==> src/rtl/i2c_oled_rx.sv <==
// I2C write-only slave receiver for the SSD1306 link: address, control byte and data/command bytes.
// Optional glitch filter on the synchronized lines: define I2C_OLED_RX_GLITCH_FILTER_EN.
module i2c_oled_rx #(
  parameter logic [6:0] SLAVE_ADDR  = 7'h3C,
  parameter int         SYNC_STAGES = 2,
  parameter int         FILT_LEN    = 3
) (
  input  logic       clk,
  input  logic       rst_n,
  input  logic       scl,
  input  logic       sda_in,
  output logic       sda_oe,
  output logic       busy,
  output logic       addr_match,
  output logic       rx_valid,
  output logic       rx_dcn,
  output logic [7:0] rx_data,
  output logic       err
);

  localparam logic [2:0] S_IDLE     = 3'd0;
  localparam logic [2:0] S_ADDR     = 3'd1;
  localparam logic [2:0] S_ADDR_ACK = 3'd2;
  localparam logic [2:0] S_CTRL     = 3'd3;
  localparam logic [2:0] S_CTRL_ACK = 3'd4;
  localparam logic [2:0] S_DATA     = 3'd5;
  localparam logic [2:0] S_DATA_ACK = 3'd6;
  localparam logic [2:0] S_IGNORE   = 3'd7;

  logic [SYNC_STAGES-1:0] scl_sync, sda_sync;
  logic scl_s, sda_s, scl_d, sda_d;
  logic scl_rise, scl_fall, start_det, stop_det;

  logic [2:0] state;
  logic [3:0] bit_cnt, cnt_inc;
  logic [7:0] shift, next_shift;
  logic       ack_phase, co, dc, byte_done, in_byte;

  // Synchronizers reset to 1 so an idle (pulled-up) bus produces no edge after reset.
  always_ff @(posedge clk or negedge rst_n) begin
    if (!rst_n) begin
      scl_sync <= '1;
      sda_sync <= '1;
    end else begin
      scl_sync <= {scl_sync[SYNC_STAGES-2:0], scl};
      sda_sync <= {sda_sync[SYNC_STAGES-2:0], sda_in};
    end
  end

`ifdef I2C_OLED_RX_GLITCH_FILTER_EN
  localparam int CW = (FILT_LEN > 1) ? $clog2(FILT_LEN) : 1;
  localparam logic [CW-1:0] CNT_LAST = CW'(FILT_LEN - 1);

  logic          scl_filt, sda_filt;
  logic [CW-1:0] scl_cnt, sda_cnt;

  always_ff @(posedge clk or negedge rst_n) begin
    if (!rst_n) begin
      scl_filt <= 1'b1;
      sda_filt <= 1'b1;
      scl_cnt  <= '0;
      sda_cnt  <= '0;
    end else begin
      if (scl_sync[SYNC_STAGES-1] == scl_filt) begin
        scl_cnt <= '0;
      end else if (scl_cnt == CNT_LAST) begin
        scl_filt <= scl_sync[SYNC_STAGES-1];
        scl_cnt  <= '0;
      end else begin
        scl_cnt <= scl_cnt + 1'b1;
      end
      if (sda_sync[SYNC_STAGES-1] == sda_filt) begin
        sda_cnt <= '0;
      end else if (sda_cnt == CNT_LAST) begin
        sda_filt <= sda_sync[SYNC_STAGES-1];
        sda_cnt  <= '0;
      end else begin
        sda_cnt <= sda_cnt + 1'b1;
      end
    end
  end

  assign scl_s = scl_filt;
  assign sda_s = sda_filt;
`else
  logic filt_unused;
  assign filt_unused = (FILT_LEN != 0);
  assign scl_s = scl_sync[SYNC_STAGES-1];
  assign sda_s = sda_sync[SYNC_STAGES-1];
`endif

  always_ff @(posedge clk or negedge rst_n) begin
    if (!rst_n) begin
      scl_d <= 1'b1;
      sda_d <= 1'b1;
    end else begin
      scl_d <= scl_s;
      sda_d <= sda_s;
    end
  end

  assign scl_rise   = scl_s & ~scl_d;
  assign scl_fall   = ~scl_s & scl_d;
  assign start_det  = scl_s & scl_d & sda_d & ~sda_s;
  assign stop_det   = scl_s & scl_d & ~sda_d & sda_s;
  assign cnt_inc    = (bit_cnt == 4'hF) ? bit_cnt : bit_cnt + 4'd1;
  assign next_shift = {shift[6:0], sda_s};
  assign in_byte    = (state == S_ADDR) || (state == S_CTRL) || (state == S_DATA);

  always_ff @(posedge clk or negedge rst_n) begin
    if (!rst_n) begin
      state      <= S_IDLE;
      bit_cnt    <= 4'd0;
      shift      <= 8'h00;
      ack_phase  <= 1'b0;
      co         <= 1'b0;
      dc         <= 1'b0;
      byte_done  <= 1'b0;
      sda_oe     <= 1'b0;
      busy       <= 1'b0;
      addr_match <= 1'b0;
      rx_valid   <= 1'b0;
      rx_dcn     <= 1'b0;
      rx_data    <= 8'h00;
      err        <= 1'b0;
    end else begin
      rx_valid  <= byte_done;
      byte_done <= 1'b0;
      if (byte_done) begin
        rx_data <= shift;
        rx_dcn  <= dc;
      end

      if (start_det) begin
        state      <= S_ADDR;
        bit_cnt    <= 4'd0;
        ack_phase  <= 1'b0;
        busy       <= 1'b1;
        err        <= 1'b0;
        sda_oe     <= 1'b0;
        addr_match <= 1'b0;
      end else if (stop_det) begin
        state      <= S_IDLE;
        ack_phase  <= 1'b0;
        busy       <= 1'b0;
        addr_match <= 1'b0;
        sda_oe     <= 1'b0;
        // The SCL rise that precedes a STOP is always counted as one bit, so a
        // byte is only truly partial once two or more bits have been sampled.
        if (in_byte && bit_cnt > 4'd1) err <= 1'b1;
      end else begin
        case (state)
          S_ADDR: begin
            if (scl_rise) begin
              shift   <= next_shift;
              bit_cnt <= cnt_inc;
              if (bit_cnt == 4'd7) begin
                if (next_shift[7:1] == SLAVE_ADDR && !next_shift[0]) begin
                  state <= S_ADDR_ACK;
                end else begin
                  state <= S_IGNORE;
                  if (next_shift[7:1] == SLAVE_ADDR) err <= 1'b1;
                end
              end
            end
          end
          S_CTRL: begin
            if (scl_rise) begin
              shift   <= next_shift;
              bit_cnt <= cnt_inc;
              if (bit_cnt == 4'd7) begin
                co    <= next_shift[7];
                dc    <= next_shift[6];
                if (next_shift[5:0] != 6'd0) err <= 1'b1;
                state <= S_CTRL_ACK;
              end
            end
          end
          S_DATA: begin
            if (scl_rise) begin
              shift   <= next_shift;
              bit_cnt <= cnt_inc;
              if (bit_cnt == 4'd7) begin
                byte_done <= 1'b1;
                state     <= S_DATA_ACK;
              end
            end
          end
          // First SCL fall drives the ACK, the second releases it and moves on.
          S_ADDR_ACK, S_CTRL_ACK, S_DATA_ACK: begin
            if (scl_fall) begin
              if (!ack_phase) begin
                sda_oe    <= 1'b1;
                ack_phase <= 1'b1;
              end else begin
                sda_oe    <= 1'b0;
                ack_phase <= 1'b0;
                bit_cnt   <= 4'd0;
                if (state == S_ADDR_ACK) begin
                  addr_match <= 1'b1;
                  state      <= S_CTRL;
                end else if (state == S_CTRL_ACK) begin
                  state <= S_DATA;
                end else begin
                  state <= co ? S_CTRL : S_DATA;
                end
              end
            end
          end
          S_IGNORE: sda_oe <= 1'b0;
          default: ;
        endcase
      end
    end
  end

endmodule

==> config.mk <==
export PLATFORM = sky130hd
export DESIGN_NAME = i2c_oled_rx
export DESIGN_NICKNAME = d
export VERILOG_FILES = /design/src/rtl/i2c_oled_rx.sv
export SDC_FILE = /design/constraint.sdc
export NUM_CORES = 1
export LEC_CHECK = 0
export ABC_AREA = 1
export BUFFER_PORTS_ARGS = -buffer_cell sky130_fd_sc_hd__buf_2
export CELL_PAD_IN_SITES_DETAIL_PLACEMENT = 1
export CELL_PAD_IN_SITES_GLOBAL_PLACEMENT = 1
export CORE_MARGIN = 5
export CORE_UTILIZATION = 43
export CTS_CLUSTER_SIZE = 28
export DETAILED_ROUTE_END_ITERATION = 8
export PLACE_DENSITY_LB_ADDON = 0.1
export SLEW_MARGIN = 20
export SYNTH_ARGS = -nofsm -noshare
export SYNTH_HDL_FRONTEND = slang
export SYNTH_SLANG_ARGS = --single-unit
==> constraint.sdc <==
create_clock -name clk -period 2.2 [get_ports clk]
set_clock_uncertainty 0.2 [all_clocks]
set_input_delay 0.11 -clock clk [delete_from_list [all_inputs] [get_ports clk]]
set_output_delay 0.11 -clock clk [all_outputs]
set_load 0.01 [all_outputs]
# Word-level counts from Yosys, hierarchy flattened
# Index checks and enable logic that the tools add are counted.
[op_classes] muxes=54 n_reduce_logical=25 bitwise_logic=13 order_cmp=1 addsub=1 n_eq_ne=27
[op_table] cell="two-way mux 3 bit" count=14
[op_table] cell="two-way mux 1 bit" count=30
[op_table] cell="two-way mux 4 bit" count=6
[op_table] cell="inequality test 4 bit (second input constant)" count=6
[op_table] cell="inequality test 4 x 3 -> 1 bit (second input constant)" count=5
[op_table] cell="AND reduction 9 bit" count=2
[op_table] cell="nonzero test 3 bit" count=5
[op_table] cell="== test 3 bit (second input constant)" count=4
[op_table] cell="case mux 3 bit (4 select lines)" count=1
[op_table] cell="nonzero test 6 bit" count=2
[op_table] cell="inequality test 3 bit (second input constant)" count=3
[op_table] cell="case mux 4 bit (2 select lines)" count=1
[op_table] cell="AND reduction 4 bit" count=2
[op_table] cell="nonzero test 4 bit" count=2
[op_table] cell="bitwise AND 1 bit" count=7
[op_table] cell="== test 7 x 6 -> 1 bit (second input constant)" count=1
[op_table] cell="== test 3 x 2 -> 1 bit (second input constant)" count=2
[op_table] cell="NOT 1 bit" count=6
[op_table] cell="AND reduction 6 bit" count=1
[op_table] cell="OR reduction 3 bit" count=2
[op_table] cell="AND reduction 5 bit" count=1
[op_table] cell="adder 4 x 1 -> 4 bit (second input constant)" count=1
[op_table] cell="== test 4 x 3 -> 1 bit (second input constant)" count=1
[op_table] cell="== test 4 bit (second input constant)" count=1
[op_table] cell="other kinds (11)" count=15
[totals] output_inout_bits=14 inputBits=4 wordCells=139 reg_bits=39

# Longest topological paths before layout
[depth] depth_word=8 ltp_mapped=11

# Least setup slack after synthesis
# OpenSTA, ideal clock, no wires.
[synth_path] path_type="reg-to-reg" from="register scl_sync[1]" to="register bit_cnt[0]" path_slack_ns=0.605 t_arrival_ns=1.272 path_stages_with_launch=8 period_less_slack_ns=1.595 setup_time_ns=0.123 t_required_ns=1.877 path_cell_list="dfstp_2 > inv_1 > nor2_2 > o21ai_0 > nand3_1 > nand2_2 > o21ai_0 > nand2_1"
[synth_via] elab_chain_cells=5 elab_cells_between_ends=16
[synth_lines] element="start, declared" line="30" rtl="logic [SYNC_STAGES-1:0] scl_sync, sda_sync;"
[synth_lines] element="start signal, assigned" line="45" rtl="scl_sync <= {scl_sync[SYNC_STAGES-2:0], scl};"
[synth_lines] element="bitwise AND 1 bit" line="104, 105"
[synth_lines] element="bitwise AND 1 bit, on equally long branches (2 in a row)" line="104, 105"
[synth_lines] element="inequality test 3 bit (no line), or another cell as far along"
[synth_lines] element="AND reduction 6 bit (no line)"
[synth_lines] element="end signal, assigned" line="156" rtl="bit_cnt <= cnt_inc;"
[synth_lines] element="end signal, assigned" line="170" rtl="bit_cnt <= cnt_inc;"
[synth_lines] element="end signal, assigned" line="182" rtl="bit_cnt <= cnt_inc;"
[synth_lines] element="end, declared" line="35" rtl="logic [3:0] bit_cnt, cnt_inc;"
# Parallel ways exist; a longest one is shown, timed or not.
# A chain may end at the register's enable or synchronous reset.

# Final worst setup path
[layout_path] from="register sda_sync[1]" to="register state[2]"
[layout_via] elab_chain_cells=8 elab_cells_between_ends=21
[layout_lines] element="start, declared" line="30"
[layout_lines] element="start signal, assigned" line="46" rtl="sda_sync <= {sda_sync[SYNC_STAGES-2:0], sda_in};"
[layout_lines] element="logical NOT 1 bit" line="158" rtl="if (next_shift[7:1] == SLAVE_ADDR && !next_shift[0]) begin"
[layout_lines] element="logical AND 1 bit" line="158"
[layout_lines] element="two-way mux 3 bit" line="158"
[layout_lines] element="two-way mux 3 bit" line="157" rtl="if (bit_cnt == 4'd7) begin"
[layout_lines] element="two-way mux 3 bit" line="154" rtl="if (scl_rise) begin"
[layout_lines] element="case mux 3 bit (4 select lines)" line="152" rtl="case (state)"
[layout_lines] element="two-way mux 3 bit" line="142" rtl="end else if (stop_det) begin"
[layout_lines] element="two-way mux 3 bit" line="134" rtl="if (start_det) begin"
[layout_lines] element="end signal, assigned" line="205" rtl="state <= co ? S_CTRL : S_DATA;"
[layout_lines] element="end, declared" line="34" rtl="logic [2:0] state;"
# Parallel ways exist; a longest one is shown, timed or not. The select of a mux whose other input is x is not followed.

==> impl_metrics.tcl <==
set metrics [dict create \
    worst-path-max-fanout 6 \
    slew_viol_final 0 \
    grt_usage 0.1806 \
    drt_iter0_markers 62 \
    wl_um 4872 \
    synth.avg_cell_area_um2 7.910 \
    rows 25 \
    syn-num-nets 262 \
    numCtsBuffers 5 \
    placed_area_mm2 0.002158 \
    leakage_nw 1.222 \
    finalPower_mw 2.767 \
    cts_tree "built" \
    cp-end-kind "flip-flop" \
    rsz0062_at_grt "no" \
    hold_viol_final 0 \
    cts.sinks 39 \
    h-tree-depth 2 \
    antennaDiodeCount 0 \
    critPathMostFrequentCell "nand2_1" \
    post_cts_resized 0 \
    grt_antenna_before_repair 0 \
    ios 18 \
    tns_ns 0 \
    core_area_mm2 0.004629 \
    clk_pin_slew_ns 0.08 \
    grt_pass1_wl_um 8687 \
    avgRoutedWirePerCell_um 14.54 \
    path_cells "inv_2 > nor2_1 > nand2_1 > nand2_1 > nor2_1 > nor2_1 > nand2_2 > nand2_1 > nand2_1" \
    power_density_mw_per_mm2 1210 \
    dieWidth_um 78.49 \
    synthToLayoutAreaGrowth_pct 13.40 \
    die-area_mm2 0.006160 \
    grt_pass1_vias 1853 \
    clock_latency_ns 0.30 \
    cp.arrival_ns 1.85 \
    post-route-min-period_ns 1.859 \
    ctsHoldBuffers 3 \
    drive_gt1_frac 0.2135 \
    cap_violations 0 \
    dp_hpwl_um 3527 \
    first_pass_iters 4 \
    syn-instance-count 255 \
    finalCritPeriodShare 0.8450 \
    port_buffers 17 \
    setup_viol 0 \
    yosys_warnings 0 \
    fmax_mhz 537.9 \
    worst_pin_slew_ns 0.8804 \
    cts_setup_buffers 0 \
    final_cell_area_mm2 0.002287 \
    start_kind "flip-flop" \
    critPathMaxStageDelay_ns 0.61 \
    initial_utilization 0.4357 \
    seq_area_frac_synth 0.4876 \
    ys_types 25 \
    vias 1717 \
    hp-class "flip-flop to flip-flop" \
    syn_area_mm2 0.002017 \
    nets 287 \
    vias_per_cell 5.125 \
    fill_cells 608 \
    hold_slack_ns 0.1535 \
    overflow 0 \
    vdd_drop_max_mv 0.4474 \
    relSlewSlack 0.4130 \
    clockBufferDepth 2 \
    status "finished, final reports clean" \
    grt_max_degree 40 \
    critPathSlowestCell "dfstp_2" \
    postRouteAntennaNets 0 \
    cts_root_buf "clkbuf_8" \
    drc_errors 0 \
    fp.dieH_um 78.49 \
    worstPathRequired_ns 2.19 \
    ys_ff_latch 39 \
    place.gp.congestion 0.8365 \
    critPathKind "flip-flop to flip-flop" \
]
[power by group]
part | switching (mW) | leakage [nW] | total (mW) | internal (mW)
Sequential | 0.163 | 0.503 | 1.04 | 0.881
Combinational | 0.799 | 0.671 | 1.20 | 0.403
Clock | 0.266 | 0.0474 | 0.522 | 0.256
[state kept, by name (all words and copies together), names as in the netlist, 2 cells and up]
| signal | count |
|---|---|
| rx_data | 8 |
| shift | 8 |
| bit_cnt | 4 |
| state | 3 |
| scl_sync | 2 |
| sda_sync | 2 |
[cells in the final DEF, fill, tap and decap left out, types with 2 or more instances in the layout]
| master | n |
|---|---|
| nand2_1 | 76 |
| dfrtp_1 | 33 |
| nor2_1 | 28 |
| inv_1 | 22 |
| nand3_1 | 17 |
| buf_2 | 17 |
| o21ai_0 | 14 |
| a21oi_1 | 10 |
| o21ai_1 | 9 |
| inv_2 | 7 |
| clkbuf_8 | 6 |
| dfstp_2 | 6 |
| nand2_2 | 5 |
| nand2_4 | 4 |
| nor2_2 | 3 |
| nor2_4 | 3 |
| ha_1 | 3 |
| dlygate4sd3_1 | 3 |
| o21ai_2 | 2 |
| nand3_2 | 2 |
| nor3_1 | 2 |
| mux2_2 | 2 |
[final timing paths]
check                           slack, ns                  start  cells after the start                endpoint
min in group asynchronous            0.26                  rst_n                      2  rx_data[5]$_DFFE_PN0P_
worst min-delay path                 0.15  scl_sync[0]$_DFF_PN1_                      0   scl_sync[1]$_DFF_PN1_
worst min register to register       0.15  scl_sync[0]$_DFF_PN1_                      0   scl_sync[1]$_DFF_PN1_
worst max-delay path                 0.34  sda_sync[1]$_DFF_PN1_                      9    state[2]$_DFFE_PN0P_
worst max register to register       0.34  sda_sync[1]$_DFF_PN1_                      9    state[2]$_DFFE_PN0P_
max in group asynchronous            0.97                  rst_n                      2    state[2]$_DFFE_PN0P_
[cell families (layout without fill, tap and decap cells)]
| kind of cell | after synthesis | count (layout) | share of synthesized area |
|---|---|---|---|
| adder cells (fa/ha/maj) | 3 | 3 | 0.01861 |
| AO/OA/AOI/OAI | 36 | 36 | 0.09430 |
| multiplexers | 2 | 2 | 0.01117 |
| flip-flops | 39 | 39 | 0.4876 |
| AND/OR/NAND/NOR | 142 | 142 | 0.3207 |
| buffers and inverters | 32 | 58 | 0.06328 |
| XOR/XNOR | 1 | 1 | 0.004343 |
[routing by layer]
metal  wire length [µm]  up-vias  track usage  share of wire
li1                   -      853            -              -
met3                118        6      0.03784          0.024
met4                 57        0      0.05769          0.012
met2               2381       17       0.3159           0.49
met1               2314      841       0.2213           0.47
met5                  0        -            0              0
[stage by stage]
step,setup slack (ns),utilization,std cells
final,0.3410,0.4941,335
after global routing,0.1072,0.4941,335
after CTS,0.3242,0.4941,335
after detailed placement,0.3412,0.4662,324
after global placement,0.3690,0.4662,324
after floorplan,0.6048,-,255
[worst max-delay path: cells and delay by family (launching register included)]
| kind | cells | cell delay [ns] |
|---|---|---|
| buffers and inverters | 1 | 0.09 |
| DFF | 1 | 0.61 |
| and+or+nand+nor | 8 | 0.86 |
[layout make-up]
type | instances | area (µm²) | area share
Clock buffer | 6 | 82.58 | 0.03611
Multi-Input combinational cell | 184 | 905.9 | 0.3961
Tap cell | 54 | 67.56 | 0.02954
Sequential cell | 39 | 983.4 | 0.4300
Clock inverter | 2 | 16.27 | 0.007112
Timing Repair Buffer | 21 | 122.6 | 0.05361
Inverter | 29 | 108.9 | 0.04759
[synth_stat cells]
cell type / instances / area, µm²
o21a_1: 1 / 7.510
o21ai_1: 9 / 45.04
nand2_2: 5 / 31.28
inv_1: 22 / 82.58
nand3_2: 2 / 20.02
nand3_1: 17 / 85.08
nor4_1: 1 / 6.260
nor2_4: 3 / 33.78
nand2_4: 4 / 45.04
o21ai_0: 14 / 70.07
dfrtp_1: 33 / 825.8
clkbuf_1: 2 / 7.510
nand4_1: 1 / 6.260
ha_1: 3 / 37.54
inv_2: 7 / 26.28
buf_6: 1 / 11.26
a21oi_1: 10 / 50.05
xor2_1: 1 / 8.760
nand2_1: 76 / 285.3
nor2_2: 3 / 18.77
o21ai_2: 2 / 17.52
dfstp_2: 6 / 157.7
nor3_1: 2 / 10.01
nor2_1: 28 / 105.1
mux2_2: 2 / 22.52
No activity file was read; power rests on OpenSTA's default activity.
